$ cat src/rtl/mul_div_unit.sv
// rtl/mul_div_unit.sv - iterative RV32M-style multiply/divide unit, one bit per cycle
// Magnitudes are iterated; sign correction happens in a single FIX cycle.
module mul_div_unit #(
  parameter int XLEN      = 32,
  parameter int EARLY_OUT = 1
) (
  input  logic            clk,
  input  logic            rst_n,
  input  logic            flush,
  input  logic            in_valid,
  output logic            in_ready,
  input  logic [2:0]      op,
  input  logic [XLEN-1:0] a,
  input  logic [XLEN-1:0] b,
  output logic            out_valid,
  input  logic            out_ready,
  output logic [XLEN-1:0] result,
  output logic            busy
);

  localparam int CW = $clog2(XLEN);

  localparam logic [2:0] OP_MUL    = 3'b000;
  localparam logic [2:0] OP_MULH   = 3'b001;
  localparam logic [2:0] OP_MULHSU = 3'b010;
  localparam logic [2:0] OP_MULHU  = 3'b011;
  localparam logic [2:0] OP_DIV    = 3'b100;
  localparam logic [2:0] OP_DIVU   = 3'b101;
  localparam logic [2:0] OP_REM    = 3'b110;

  typedef enum logic [1:0] {
    S_IDLE = 2'd0,
    S_BUSY = 2'd1,
    S_FIX  = 2'd2,
    S_DONE = 2'd3
  } state_t;

  state_t r_state;
  state_t w_state_next;

  logic [2:0]      r_op;
  logic            r_neg;
  logic            r_rem_neg;
  logic            r_dz;
  logic [XLEN:0]   r_hi;
  logic [XLEN-1:0] r_lo;
  logic [XLEN-1:0] r_opnd;
  logic [CW-1:0]   r_count;
  logic [XLEN-1:0] r_result;

  logic            w_is_div;
  logic            w_a_signed;
  logic            w_b_signed;
  logic            w_a_neg;
  logic            w_b_neg;
  logic [XLEN-1:0] w_a_mag;
  logic [XLEN-1:0] w_b_mag;
  logic [XLEN-1:0] w_int_min;
  logic            w_b_zero;
  logic            w_ovf;
  logic            w_early;
  logic            w_accept;
  logic [XLEN-1:0] w_early_res;

  assign w_is_div   = op[2];
  assign w_a_signed = (op == OP_MULH) || (op == OP_MULHSU) || (op == OP_DIV) || (op == OP_REM);
  assign w_b_signed = (op == OP_MULH) || (op == OP_DIV) || (op == OP_REM);
  assign w_a_neg    = w_a_signed && a[XLEN-1];
  assign w_b_neg    = w_b_signed && b[XLEN-1];
  assign w_a_mag    = w_a_neg ? -a : a;
  assign w_b_mag    = w_b_neg ? -b : b;
  assign w_int_min  = {1'b1, {(XLEN-1){1'b0}}};
  assign w_b_zero   = (b == '0);
  assign w_ovf      = ((op == OP_DIV) || (op == OP_REM)) && (a == w_int_min) && (b == '1);
  assign w_early    = (EARLY_OUT != 0) && w_is_div && (w_b_zero || w_ovf);
  assign w_accept   = in_valid && (r_state == S_IDLE) && !flush;

  // op[1] selects the remainder among the divide ops
  assign w_early_res = w_b_zero ? (op[1] ? a : '1) : (op[1] ? '0 : w_int_min);

  // Multiply step: conditional add into the upper half, then shift right.
  logic [XLEN:0]   w_add_sum;
  assign w_add_sum = r_hi + {1'b0, (r_lo[0] ? r_opnd : '0)};

  // Divide step: shift next dividend bit in, keep the trial difference if non-negative.
  logic [XLEN:0]   w_shift;
  logic [XLEN+1:0] w_trial;
  logic            w_qbit;
  assign w_shift = {r_hi[XLEN-1:0], r_lo[XLEN-1]};
  assign w_trial = {1'b0, w_shift} - {2'b00, r_opnd};
  assign w_qbit  = !w_trial[XLEN+1];

  logic [2*XLEN-1:0] w_prod;
  logic [2*XLEN-1:0] w_prod_s;
  logic [XLEN-1:0]   w_quo;
  logic [XLEN-1:0]   w_rem;
  logic [XLEN-1:0]   w_fix_res;

  assign w_prod   = {r_hi[XLEN-1:0], r_lo};
  assign w_prod_s = r_neg ? -w_prod : w_prod;
  assign w_quo    = r_dz ? '1 : (r_neg ? -r_lo : r_lo);
  assign w_rem    = r_rem_neg ? -r_hi[XLEN-1:0] : r_hi[XLEN-1:0];

  always_comb begin
    w_fix_res = w_rem;
    case (r_op)
      OP_MUL:                       w_fix_res = w_prod_s[XLEN-1:0];
      OP_MULH, OP_MULHSU, OP_MULHU: w_fix_res = w_prod_s[2*XLEN-1:XLEN];
      OP_DIV, OP_DIVU:              w_fix_res = w_quo;
      default:                      w_fix_res = w_rem;
    endcase
  end

  always_ff @(posedge clk or negedge rst_n) begin
    if (!rst_n) begin
      r_state <= S_IDLE;
    end else begin
      r_state <= w_state_next;
    end
  end

  always_comb begin
    w_state_next = r_state;
    in_ready     = 1'b0;
    out_valid    = 1'b0;
    busy         = 1'b1;
    case (r_state)
      S_IDLE: begin
        in_ready = 1'b1;
        busy     = 1'b0;
        if (w_accept) begin
          w_state_next = w_early ? S_DONE : S_BUSY;
        end
      end
      S_BUSY: begin
        if (r_count == '0) begin
          w_state_next = S_FIX;
        end
      end
      S_FIX: begin
        w_state_next = S_DONE;
      end
      S_DONE: begin
        out_valid = 1'b1;
        if (out_ready) begin
          w_state_next = S_IDLE;
        end
      end
      default: begin
        w_state_next = S_IDLE;
      end
    endcase
    // A pipeline kill overrides every other transition, including a completing handshake
    if (flush) begin
      w_state_next = S_IDLE;
    end
  end

  always_ff @(posedge clk or negedge rst_n) begin
    if (!rst_n) begin
      r_op      <= '0;
      r_neg     <= 1'b0;
      r_rem_neg <= 1'b0;
      r_dz      <= 1'b0;
      r_hi      <= '0;
      r_lo      <= '0;
      r_opnd    <= '0;
      r_count   <= '0;
      r_result  <= '0;
    end else if (w_accept) begin
      r_op      <= op;
      r_neg     <= w_a_neg ^ w_b_neg;
      r_rem_neg <= w_a_neg;
      r_dz      <= w_is_div && w_b_zero;
      r_hi      <= '0;
      r_lo      <= w_is_div ? w_a_mag : w_b_mag;
      r_opnd    <= w_is_div ? w_b_mag : w_a_mag;
      r_count   <= CW'(XLEN - 1);
      if (w_early) begin
        r_result <= w_early_res;
      end
    end else if (!flush) begin
      if (r_state == S_BUSY) begin
        if (r_op[2]) begin
          r_hi <= w_qbit ? w_trial[XLEN:0] : w_shift;
          r_lo <= {r_lo[XLEN-2:0], w_qbit};
        end else begin
          r_hi <= {1'b0, w_add_sum[XLEN:1]};
          r_lo <= {w_add_sum[0], r_lo[XLEN-1:1]};
        end
        if (r_count != '0) begin
          r_count <= r_count - CW'(1);
        end
      end
      if (r_state == S_FIX) begin
        r_result <= w_fix_res;
      end
    end
  end

  assign result = r_result;

endmodule
$ cat config.mk
export PLATFORM = sky130hd
export DESIGN_NAME = mul_div_unit
export DESIGN_NICKNAME = d
export VERILOG_FILES = /design/src/rtl/mul_div_unit.sv
export SDC_FILE = /design/constraint.sdc
export NUM_CORES = 1
export LEC_CHECK = 0
export BUFFER_PORTS_ARGS = -buffer_cell sky130_fd_sc_hd__buf_2
export CAP_MARGIN = 20
export CORE_UTILIZATION = 30
export DETAILED_ROUTE_END_ITERATION = 16
export HOLD_SLACK_MARGIN = 0.12
export SLEW_MARGIN = 10
export SYNTH_ARGS = -nofsm -noshare
export SYNTH_HDL_FRONTEND = slang
export SYNTH_SLANG_ARGS = --single-unit
$ cat constraint.sdc
create_clock -name clk -period 5.4 [get_ports clk]
set_input_delay 0.27 -clock clk [delete_from_list [all_inputs] [get_ports clk]]
set_output_delay 0.27 -clock clk [all_outputs]
set_load 0.01 [all_outputs]
==> metrics <==
Top-Level Pins 107; actual slew at the worst max-slew pin 1.04 ns; Antenna diodes 0; first-pass GRT wire length 91,800 um; Internal between 4 and 5 mW; worst hold start op[2]; post-synthesis xor/xnor area fraction 10.4%; I/O Buffers 106; VDD IR max 0.220 mV; met3 wirelength from detailed routing roughly 5000 um; Core Box Area slightly below 0.05 sq mm; Max-slew headroom 30.7%; Wirelength per Cell 21.9 um; CTS root buffer clkbuf_16; P_leak between 7 and 8 nW; number of global-route vias before repair 15,056; worst skew pair latency 0.44 ns; WHS Endpoint r_lo[22]; Crit. End Element flop; Die Y-Extent 227 um; Post-synth EDFFs 0; setup TNS 0 ns; Flop pwr share 21.1%; Die Wd 227 um; DR top layer met5; FF+latch count, synth about 140; Seq/Total Area, Yosys 23.4%; Synth Area in Compound Gates 28.2%; final period utilization 74.8%; Antenna Nets Post-Route 0; max cap viols 0; total CTS buffers 17; CP Max Fanout 30; ys async rst share 100%; slowest stage delay, CP 0.77 ns; Mapped Avg Cell Area approximately 7.4 sq um; Sw Ratio 54.7%; Post-synth top flop dfrtp_1; maximum clock frequency 248 MHz; Clock Path Buffers 2; # clock sinks 142; synthesized instance count roughly 2,000; commonest non-fill, non-tap cell in the layout nand2_1; post-synth cell types 81; crit path cell chain inv_1, buf_4, nor2_1, ha_1, nand4b_1, a2111oi_0, nor2_1, o31a_1, o21a_1, o21ai_0, a21oi_1, xnor2_1, a221o_1; Mapped Area between 0.015 and 0.02 sq mm; Synth-to-Final Area Change 10.9%; Worst-path clk slew 0.07 ns; initial antenna violation count 1; # H-tree levels 4; Inst Count DP 2,709; Iter 0 DRT Violations 1,809; hold-critical path depth 3; Fillers 5,271; die area a little over 0.05 sq mm; via density per instance a little under 6; fin crit period 4.04 ns; Data arrival, critical path about 4.4 ns; Comb pwr share ~67%; highest-count cells in the layout ignoring fill and taps nand2_1, o21ai_0, a21oi_1; Psw 5.94 mW; Power, Total roughly 11 mW; Cell Count, Final, Fillers Out 2,744; CP required 5.72 ns; Hold Crit Class in2reg; delay-heaviest family, CP compound AO/OA/AOI/OAI gates; Metal-1 WL 26,200 um; Post-Syn Nets 2,207; largest net degree at the start of global routing 112; initial core utilization between 30 and 40%; worst reg2reg path depth 13; HPWL reported at the end of detailed placement 46,600 um; CP max stage cell a2111oi_0; fin nets 2,216; WL met2 between 20,000 and 30,000 um; clk_skew around 0.013 ns; Remaining DRCs 0; outcome finished clean; TritonCTS clock tree built; WP buf/inv 2; reg2reg setup slack 1.36 ns; Worst Slack Setup Final around 1.4 ns; Crit Path Category reg2reg; GRT overflow 0; Reg-to-Reg Start r_lo[0]; RD Place Congestion 1.03; Final Setup Violations 0; total track usage 23.4%; # rows 81; first drt pass iteration count 7; max-slew violation count 0; worst hold slack 0.214 ns; reg-to-reg endpoint r_hi[28]; RSZ-0062 raised after global routing no; post-synthesis simple-gate area fraction between 20% and 30%; Worst setup SP type flop; vias post-DR 15,879; pre-CTS setup slack 1.43 ns; layout cell share with drive strength beyond 1 9.66%; post-CTS setup buffers 0; critical path's most frequent cell nor2_1; Total Wirelength around 60,000 um; Clk pwr share 11.9%; CP Launch Point r_lo[0]; Ys Warns 0; mux contribution to synthesized area 4.47%; pwr/cell area approximately 650 mW/mm^2; largest family of logic cells by synthesized area compound AO/OA/AOI/OAI gates; Fin. Hold Viols 0; adder-cell share of the synthesized area about 6.5%
[metal layers]
layer / vias up / global-route usage, %
met5: - / 0
met4: 2 / 8.81
met3: 107 / 4.12
met2: 757 / 36.1
met1: 7618 / 32.2
li1: 7395 / -
[synthesized netlist by cell type (all sizes together), types with 6 or more instances]
library cell	number	area, sq um
dfrtp	142	3550
ha	75	938
o31ai	23	186
nand3b	7	52.6
a31oi	21	138
nand2	239	897
o221ai	24	210
buf	24	120
a21o	30	225
nor4	26	193
nor2	191	724
or4	11	86.3
xnor2	107	937
a221oi	12	118
a22oi	21	158
clkbuf	117	439
o211ai	43	323
nor2b	16	100
o21bai	6	45.0
nor3b	7	52.6
nor3	40	200
xor2	73	639
a311oi	8	76.3
a211oi	17	128
and2	14	87.6
inv	87	327
nand2b	24	150
o21a	13	97.6
mux2i	62	621
a21boi	7	52.6
nand3	36	203
a21oi	194	971
nand4	23	144
o21ai	223	1120
or2	9	56.3
o41ai	12	139
or3	15	98.8
[stage by stage]
step	utilization [%]	area, sq um
6_report	34.1	16800
2_1_floorplan	-	15200
5_1_grt	34.1	16800
4_1_cts	34.1	16800
3_3_place_gp	32.7	16200
3_5_place_dp	32.7	16200
[cells by family after synthesis]
logic type | Yosys count
compound gates | 687
xor+xnor | 180
fa+ha+maj | 77
buf+inv | 228
flops | 142
mux | 67
simple gates | 677
[cell type report]
cell class,instances,area (sq um),share of cell area [%]
Clock inverter,13,178,1.06
Clock buffer,19,443,2.64
Inverter,87,327,1.94
Tap cell,664,831,4.94
Sequential cell,142,3550,21.1
Timing Repair Buffer,131,734,4.37
Multi-Input combinational cell,1688,10700,63.9
[sequential cells by signal, indices dropped and copies added (netlist names)]
name and flops:
r_hi 33, r_opnd 32, r_rem_neg 1, r_state 2, result 32, r_neg 1, r_op 3, r_dz 1
r_lo 32, r_count 5
[worst reg2reg max path: cells and delay by family, from the launching register on]
family / cells / cell delay [ns]
AOI/OAI and AO/OA: 6 / 2.01
xor gates and xnor gates: 1 / 0.13
adders and majority gates: 1 / 0.38
buffers and inverters: 2 / 0.48
DFF: 1 / 0.45
and+or+nand+nor: 3 / 0.48
[power groups by stage]
stage,clock network [mW],logic [mW],registers (mW)
6_report,1.29,7.28,2.29
5_1_grt,1.34,7.93,2.35
4_1_cts,1.30,7.13,2.26
3_5_place_dp,0,7.08,2.28
3_3_place_gp,0,7.05,2.25
2_1_floorplan,0,5.32,1.86
[how the worst max path moves through the flow]
stage,end,slack [ns],depth (start not counted)
floorplan,r_hi[28],2.15,14
CTS,r_hi[28],1.39,14
global placement,r_hi[28],1.40,14
global route,r_hi[28],1.13,13
detailed placement,r_hi[28],1.43,13
finish,r_hi[28],1.36,13
[repair_timing]
item                                   4_1_cts  5_1_grt
resized for setup                            0        0
hold buffers                                 3        0
endpoints found under the hold margin       43        0
Note: power is estimated with default switching activity, not from simulation.
